`src/rtl/i2c_wb_sequencer.sv`:
```
// Drives an OpenCores-style I2C master over Wishbone: prescale/enable init, then one register write or read per request.
// Each core access holds cyc/stb until ack, followed by one idle cycle; req_i is ignored while busy_o=1.
module i2c_wb_sequencer #(
  parameter logic [15:0] PRESCALE = 16'h0063,
  parameter int          POLL_MAX = 255
) (
  input  logic       wb_clk_i,
  input  logic       arst_n_i,
  input  logic       req_i,
  input  logic       req_rw_i,
  input  logic [6:0] dev_addr_i,
  input  logic [7:0] reg_addr_i,
  input  logic [7:0] wdata_i,
  output logic       busy_o,
  output logic       done_o,
  output logic [7:0] rdata_o,
  output logic       err_o,
  output logic [1:0] err_code_o,
  output logic [2:0] wb_adr_o,
  output logic [7:0] wb_dat_o,
  input  logic [7:0] wb_dat_i,
  output logic       wb_we_o,
  output logic       wb_stb_o,
  output logic       wb_cyc_o,
  input  logic       wb_ack_i
);

  localparam logic [7:0] POLL_MAX_C = POLL_MAX[7:0];

  localparam logic [2:0] ADR_PRL = 3'd0;
  localparam logic [2:0] ADR_PRH = 3'd1;
  localparam logic [2:0] ADR_CTR = 3'd2;
  localparam logic [2:0] ADR_TXR = 3'd3;
  localparam logic [2:0] ADR_CR  = 3'd4;

  localparam logic [7:0] CR_STOP = 8'h40;
  localparam logic [7:0] CTR_EN  = 8'h80;

  localparam logic [1:0] CODE_NACK = 2'b01;
  localparam logic [1:0] CODE_AL   = 2'b10;
  localparam logic [1:0] CODE_TOUT = 2'b11;

  typedef enum logic [3:0] {
    INIT_PRL, INIT_PRH, INIT_CTR, IDLE, LD_TXR, LD_CR,
    POLL, CHECK, RD_RXR, ERR_STOP, ERR_POLL, DONE
  } state_e;

  state_e     state_q, state_d;
  logic       gap_q, gap_d;
  logic [1:0] phase_q, phase_d;
  logic       rw_q, rw_d;
  logic [6:0] dev_q, dev_d;
  logic [7:0] reg_q, reg_d;
  logic [7:0] wdat_q, wdat_d;
  logic [7:0] cnt_q, cnt_d;
  logic [7:0] sr_q, sr_d;
  logic [7:0] rdata_q, rdata_d;
  logic [1:0] code_q, code_d;
  logic       err_q, err_d;

  logic       acked;
  logic [7:0] cnt_inc;
  logic       poll_full;
  logic       data_phase;
  logic [7:0] txr_val;
  logic [7:0] cr_val;

  assign acked      = wb_cyc_o & wb_ack_i;
  assign cnt_inc    = (cnt_q == POLL_MAX_C) ? cnt_q : cnt_q + 8'd1;
  assign poll_full  = (cnt_inc == POLL_MAX_C);
  // The final read phase is master-NACKed, so RxACK there carries no error.
  assign data_phase = rw_q && (phase_q == 2'd3);

  always_comb begin
    case (phase_q)
      2'd0:    txr_val = {dev_q, 1'b0};
      2'd1:    txr_val = reg_q;
      2'd2:    txr_val = rw_q ? {dev_q, 1'b1} : wdat_q;
      default: txr_val = 8'h00;
    endcase
  end

  always_comb begin
    case (phase_q)
      2'd0:    cr_val = 8'h90;
      2'd1:    cr_val = 8'h10;
      2'd2:    cr_val = rw_q ? 8'h90 : 8'h50;
      default: cr_val = 8'h68;
    endcase
  end

  always_ff @(posedge wb_clk_i or negedge arst_n_i) begin
    if (!arst_n_i) state_q <= INIT_PRL;
    else           state_q <= state_d;
  end

  always_comb begin
    state_d = state_q;
    case (state_q)
      INIT_PRL: if (acked) state_d = INIT_PRH;
      INIT_PRH: if (acked) state_d = INIT_CTR;
      INIT_CTR: if (acked) state_d = IDLE;
      IDLE:     if (req_i) state_d = LD_TXR;
      LD_TXR:   if (acked) state_d = LD_CR;
      LD_CR:    if (acked) state_d = POLL;
      POLL: begin
        if (acked) begin
          if (!wb_dat_i[1])   state_d = CHECK;
          else if (poll_full) state_d = ERR_STOP;
        end
      end
      CHECK: begin
        if (sr_q[5])                        state_d = ERR_STOP;
        else if (sr_q[7] && !data_phase)    state_d = ERR_STOP;
        else if (data_phase)                state_d = RD_RXR;
        else if (phase_q == 2'd2 && !rw_q)  state_d = DONE;
        else if (phase_q == 2'd2)           state_d = LD_CR;
        else                                state_d = LD_TXR;
      end
      RD_RXR:   if (acked) state_d = DONE;
      ERR_STOP: if (acked) state_d = ERR_POLL;
      ERR_POLL: if (acked && (!wb_dat_i[1] || poll_full)) state_d = DONE;
      DONE:     state_d = IDLE;
      default:  state_d = INIT_PRL;
    endcase
  end

  always_comb begin
    wb_cyc_o = 1'b0;
    wb_we_o  = 1'b0;
    wb_adr_o = 3'd0;
    wb_dat_o = 8'h00;
    if (!gap_q) begin
      case (state_q)
        INIT_PRL: begin wb_cyc_o = 1'b1; wb_we_o = 1'b1; wb_adr_o = ADR_PRL; wb_dat_o = PRESCALE[7:0];  end
        INIT_PRH: begin wb_cyc_o = 1'b1; wb_we_o = 1'b1; wb_adr_o = ADR_PRH; wb_dat_o = PRESCALE[15:8]; end
        INIT_CTR: begin wb_cyc_o = 1'b1; wb_we_o = 1'b1; wb_adr_o = ADR_CTR; wb_dat_o = CTR_EN;         end
        LD_TXR:   begin wb_cyc_o = 1'b1; wb_we_o = 1'b1; wb_adr_o = ADR_TXR; wb_dat_o = txr_val;        end
        LD_CR:    begin wb_cyc_o = 1'b1; wb_we_o = 1'b1; wb_adr_o = ADR_CR;  wb_dat_o = cr_val;         end
        ERR_STOP: begin wb_cyc_o = 1'b1; wb_we_o = 1'b1; wb_adr_o = ADR_CR;  wb_dat_o = CR_STOP;        end
        POLL, ERR_POLL: begin wb_cyc_o = 1'b1; wb_adr_o = ADR_CR;  end
        RD_RXR:         begin wb_cyc_o = 1'b1; wb_adr_o = ADR_TXR; end
        default: ;
      endcase
    end
    wb_stb_o   = wb_cyc_o;
    busy_o     = (state_q != IDLE) && (state_q != DONE);
    done_o     = (state_q == DONE);
    rdata_o    = rdata_q;
    err_o      = err_q;
    err_code_o = err_q ? code_q : 2'b00;
  end

  always_comb begin
    gap_d   = acked;
    phase_d = phase_q;
    rw_d    = rw_q;
    dev_d   = dev_q;
    reg_d   = reg_q;
    wdat_d  = wdat_q;
    cnt_d   = cnt_q;
    sr_d    = sr_q;
    rdata_d = rdata_q;
    code_d  = code_q;
    err_d   = err_q;
    case (state_q)
      IDLE: begin
        if (req_i) begin
          rw_d    = req_rw_i;
          dev_d   = dev_addr_i;
          reg_d   = reg_addr_i;
          wdat_d  = wdata_i;
          phase_d = 2'd0;
          err_d   = 1'b0;
          code_d  = 2'b00;
        end
      end
      LD_CR, ERR_STOP: if (acked) cnt_d = 8'd0;
      POLL: begin
        if (acked) begin
          cnt_d = cnt_inc;
          sr_d  = wb_dat_i;
          if (wb_dat_i[1] && poll_full) code_d = CODE_TOUT;
        end
      end
      CHECK: begin
        if (sr_q[5])                     code_d  = CODE_AL;
        else if (sr_q[7] && !data_phase) code_d  = CODE_NACK;
        else if (!data_phase)            phase_d = phase_q + 2'd1;
      end
      RD_RXR: if (acked) rdata_d = wb_dat_i;
      // A stop-poll timeout ends the transaction but keeps the original error code.
      ERR_POLL: begin
        if (acked) begin
          cnt_d = cnt_inc;
          if (!wb_dat_i[1] || poll_full) err_d = 1'b1;
        end
      end
      default: ;
    endcase
  end

  always_ff @(posedge wb_clk_i or negedge arst_n_i) begin
    if (!arst_n_i) begin
      gap_q   <= 1'b1;
      phase_q <= 2'd0;
      rw_q    <= 1'b0;
      dev_q   <= 7'd0;
      reg_q   <= 8'h00;
      wdat_q  <= 8'h00;
      cnt_q   <= 8'd0;
      sr_q    <= 8'h00;
      rdata_q <= 8'h00;
      code_q  <= 2'b00;
      err_q   <= 1'b0;
    end else begin
      gap_q   <= gap_d;
      phase_q <= phase_d;
      rw_q    <= rw_d;
      dev_q   <= dev_d;
      reg_q   <= reg_d;
      wdat_q  <= wdat_d;
      cnt_q   <= cnt_d;
      sr_q    <= sr_d;
      rdata_q <= rdata_d;
      code_q  <= code_d;
      err_q   <= err_d;
    end
  end

endmodule

```
`config.mk`:
```
export PLATFORM = sky130hd
export DESIGN_NAME = i2c_wb_sequencer
export DESIGN_NICKNAME = d
export VERILOG_FILES = /design/src/rtl/i2c_wb_sequencer.sv
export SDC_FILE = /design/constraint.sdc
export NUM_CORES = 1
export LEC_CHECK = 0
export CAP_MARGIN = 10
export CORE_MARGIN = 4
export CORE_UTILIZATION = 55
export CTS_CLUSTER_DIAMETER = 30
export DETAILED_ROUTE_END_ITERATION = 7
export GPL_TIMING_DRIVEN = 0
export HOLD_SLACK_MARGIN = 0.15
export PLACE_DENSITY = 0.92
export SLEW_MARGIN = 5
export SYNTH_ARGS = -nofsm -noshare
export SYNTH_HDL_FRONTEND = slang
export SYNTH_SLANG_ARGS = --single-unit
```
`constraint.sdc`:
```
create_clock -name wb_clk_i -period 4.98 [get_ports wb_clk_i]
set_input_delay 0.996 -clock wb_clk_i [delete_from_list [all_inputs] [get_ports wb_clk_i]]
set_output_delay 0.996 -clock wb_clk_i [all_outputs]
set_load 0.05 [all_outputs]
```
**Word level (Yosys, flattened, before mapping)**

Cells that the tools add are included.

- Equal/unequal tests: 38
- Reductions and logical operators: 30
- Multiplexer cells: 49
- Bitwise logic cells: 1
- Add/subtract/negate cells: 2

Operators with widths:

| cell | count |
|---|---|
| 2-to-1 mux 4 bit | 16 |
| 2-to-1 mux 8 bit | 6 |
| case mux 4 bit (12 select lines) | 1 |
| case mux 8 bit (3 select lines) | 2 |
| case mux 8 bit (5 select lines) | 1 |
| inequality test 2 bit, second input constant | 17 |
| 2-to-1 mux 2 bit | 9 |
| == test 4 x 3 -> 1 bit, second input constant | 4 |
| == test 4 bit, second input constant | 4 |
| == test 8 bit, second input constant | 2 |
| case mux 8 bit (2 select lines) | 1 |
| case mux 3 bit (4 select lines) | 1 |
| AND reduction 11 bit | 1 |
| AND reduction 5 bit | 2 |
| OR reduction 9 bit | 1 |
| adder 8 x 1 -> 8 bit, second input constant | 1 |
| == test 4 x 2 -> 1 bit, second input constant | 2 |
| 2-to-1 mux 1 bit | 8 |
| logical AND 1 bit | 6 |
| inequality test 3 bit, second input constant | 2 |
| case mux 2 bit (3 select lines) | 1 |
| AND reduction 2 bit | 3 |
| nonzero test 2 bit | 3 |
| OR reduction 2 bit | 3 |
| 20 further kinds | 23 |

- Register bits: 58
- Logic and storage cells: 132
- Output and inout bits: 27
- Bits of input ports: 36

**Depth between registers and ports, before layout**

- Depth after elaboration: 8
- Mapped depth: 8
- Gate-level depth less buffers: 7

**Worst setup path after synthesis**

No wires, ideal clock.

- Path type: reg2out
- From: register phase_q[0]
- To: output port wb_dat_o[3]
- Arrival time: 2.824 ns
- Setup slack: 1.160 ns
- Cell stages (with the launch flop): 9
- Required time: 3.984 ns
- Path buffers: 1
- Path through: dfrtp_1 -> inv_1 -> ha_1 -> nor2b_1 -> clkbuf_1 -> a222oi_1 -> nor3_1 -> a21oi_1 -> nor4_1

- Cells in the longest elaborated chain, start to end: 4
- Elaborated cells between the ends (all ways): 7
- Those cells by class: eq/ne (2); mux (4); reduce/logical (1)

Ends and longest elaborated chain:

| item | line | RTL |
|---|---|---|
| from (decl) | 50 | `logic [1:0] phase_q, phase_d;` |
| from (signal assigned) | 218 | `phase_q <= phase_d;` |
| == test 2 bit (tied with other cells) | 75, 84 |  |
| case mux 8 bit (3 select lines) (on tied branches) | 84, 75 |  |
| case mux 8 bit (5 select lines) (*) | 134 | `case (state_q)` |
| 2-to-1 mux 8 bit (*) | 133 | `if (!gap_q) begin` |
| to (decl) | 20 | `output logic [7:0] wb_dat_o,` |

Mark *: on every way between the ends. The rest lies on a longest branch, timed or not.

**Worst setup path after layout**

Same ends and word-level chain as after synthesis.

==> results.md <==
* Tightest Pin Transition at ~0.54 ns
* Cell with the most instances after synthesis: dfrtp_1
* Post-Synthesis Cells at just over 300
* Drt first pass iters at 7
* Largest net degree at the start of global routing at 32
* Routed len/inst at roughly 18 µm
* Layout cell share with drive strength beyond 1 at 0.173
* Post-synth top area share at 0.423
* Crit path DAT at approximately 3.2 ns
* Clk pwr share at 0.134
* Unrepaired setup endpoints after global routing: no
* Area contributors post-synth: dfrtp_1 42%, mux2_2 14%, a21oi_1 3.8%
* Period utilisation layout at 0.847
* Antenna cells at 0
* Maximum VDD drop at about 0.00038 V
* Core area at around 5200 µm²
* Post-synthesis mux area share at 0.145
* Clock insertion delay at the later pin of the skew report at between 0.3 and 0.4 ns
* Post-CTS setup buffer count at 0
* Clock Tree Buf Depth at 2
* Placed Cells at around 440
* Post-Synth XOR/XNOR Area at 0
* Initial Util at 0.580
* Register bit count reported by yosys at 52
* Total Routed Length at around 8300 µm
* Synth Warn # at 0
* DP Area at between 3000 and 4000 µm²
* Crit end category: output port
* Setup CP Type: reg2out
* Max Fclk at 237 MHz
* Crit start category: flip-flop
* Compound-cell area share of the yosys netlist at 0.194
* Detailed-route via count at 2828
* Largest family of logic cells by synthesized area: compound AO/OA/AOI/OAI gates
* GPL Wtd Cong at a little under 1
* Initial antenna violation count at 0
* Setup ws final at 0.760 ns
* Data required time of the worst path at slightly below 4 ns
* Final Max Slew Viols at 0
* Mapped Nets at ~350
* Boundary pin count at 63
* CTS tree: built
* Post-synth top flop: dfrtp_1
* Num rows at 26
* GR Overflow Total at 0
* Vias in the first global route at roughly 2800
* Leading post-synthesis cells by instance count: 51 x dfrtp_1, 38 x mux2_2, 27 x nor2_1, 23 x a21oi_1, 21 x nand2_1
* Reg power frac at 0.300
* TritonCTS Buffers at 5
* Nets@finish at 424
* Sw Share at 0.457
* Hold Crit Class: reg2reg
* Leakage at about 0.0016 µW
* Fin area at 3860 µm²
* Status: completed
* Detailed Place HPWL at between 5000 and 6000 µm
* FFs w/ async S/R, synth at 1.00
* Biggest area consumer among synthesized cells: dfrtp_1
* Area of the die at a little under 7000 µm²
* Unique masters post-synth at 52
* Pwr per Cell Area at between 600 and 700 nW/µm²
* Layout Utilization at 0.742
* Max_cap viols at 0
* Fin. Hold Viols at 0
* Total Routing Usage GR at 0.269
* Final std cells w/o fill at roughly 450
* Post-CTS Hold Fix Bufs at 0
* NetSw at about 1100 µW
* First-pass GRT wire length at between 10000 and 15000 µm
* Relative slew slack at 0.638
* DRC Markers at 0
* Int Pwr at around 1300 µW
* 1st-iter DRT viols at about 330
* Die Wd at ~80 µm
* Setup TNS Final at 0 ns
* P&R area growth vs syn at 27.9%
* Tmin final at ~4.2 ns
* Clock skew at 0.0103 ns
* CTS root buffer: clkbuf_8
* Post-synth EDFFs at 0
* Hold depth at 1
* Synth Cell Area at 3020 µm²
* Port bufs at 62
* Synth Area per Inst at 9.70 µm²
* Fraction of the mapped netlist area in adder cells at 0.0290
* Post_cts resized at 0
* CTS sink cnt at 52
* FF-to-FF path depth at 8
* Final setup viols at 0
* Critical-path maximum fanout at 9
* Die height at a little over 80 µm
* Post-Place Setup Slack at between 1 and 1.5 ns
* H-tree depth at 2
* Post-synthesis simple-gate area fraction at 0.156
* Via density at 6.26
* Clock Pin Slew Worst Setup and Hold Paths at roughly 0.11 ns
* Power share of the combinational group at 0.566
* ANT nets after route at 0
* Sequential cell area fraction in the yosys report at 0.432
[registers in the layout, summed over array words and instances (netlist names)]
| register | count |
|---|---|
| sr_q | 2 |
| err_o | 1 |
| dev_q | 7 |
| phase_q | 2 |
| state_q | 4 |
| wdat_q | 8 |
| gap_q | 1 |
| rw_q | 1 |
| reg_q | 8 |
| code_q | 2 |
| cnt_q | 8 |
| rdata_o | 8 |
[layout by cell type (no fill, tap or decap), types with 9 or more instances in the layout]
| cell | n |
|---|---|
| clkdlybuf4s50_1 | 61 |
| dfrtp_1 | 51 |
| mux2_2 | 38 |
| nor2_1 | 27 |
| a21oi_1 | 23 |
| nand2_1 | 21 |
| o21ai_0 | 16 |
| nor3_1 | 11 |
| nand3_1 | 10 |
| clkbuf_1 | 9 |
| inv_1 | 9 |
[cell type report]
class	count	area [µm²]
clock buffer	5	68.8
inverter	9	33.8
buffer	21	101
timing repair buffer	63	636
sequential	52	1300
fill	364	1350
clock inverter	3	50.0
tap	70	87.6
multi-input combinational	229	1580
[cells by family after synthesis]
| group | after synthesis |
|---|---|
| simple gates | 97 |
| fa+ha+maj | 7 |
| buf+inv | 30 |
| mux | 39 |
| compound gates | 86 |
| flops | 52 |
[power by group through the flow]
stage               Clock, µW  Combinational (µW)  Sequential (µW)
global route              337                1430              722
floorplan                   0                 911              722
CTS                       316                1320              704
finish                    316                1330              707
global placement            0                1260              694
detailed placement          0                1300              703
[metal layers]
layer	vias to the layer above	global-route usage	routed length (µm)
met2	164	0.464	4180
li1	1278	-	-
met3	26	0.0493	645
met1	1360	0.345	3320
met5	-	0	0
met4	0	0.0748	187
[metrics by stage]
step	total power [µW]	hold slack, ns
finish	2360	0.517
detailed placement	2000	0.493
CTS	2340	0.516
floorplan	1630	0.474
global route	2490	0.525
global placement	1960	0.486
[worst paths after layout]
| kind | slack (ns) | endpoint | start |
|---|---|---|---|
| hold reg to reg | 0.52 | rdata_o[5] | rdata_o[5] |
| max in group asynchronous | 3.74 | gap_q | arst_n_i |
| setup / recovery | 0.76 | wb_dat_o[3] | phase_q[0] |
| hold / removal | 0.52 | rdata_o[5] | rdata_o[5] |
| min in group asynchronous | 0.62 | dev_q[6] | arst_n_i |
| setup reg to reg | 2.58 | state_q[3] | cnt_q[0] |
[critical path, cell delays in order, from the launching register on]
cell	delay, ns
dfrtp_1	0.46
inv_1	0.15
ha_1	0.20
nor2b_1	0.13
clkbuf_1	0.43
a222oi_1	0.19
nor3_1	0.17
a21oi_1	0.06
nor4_1	0.26
clkdlybuf4s50_1	0.87
Power figures use the tool's default switching activity.
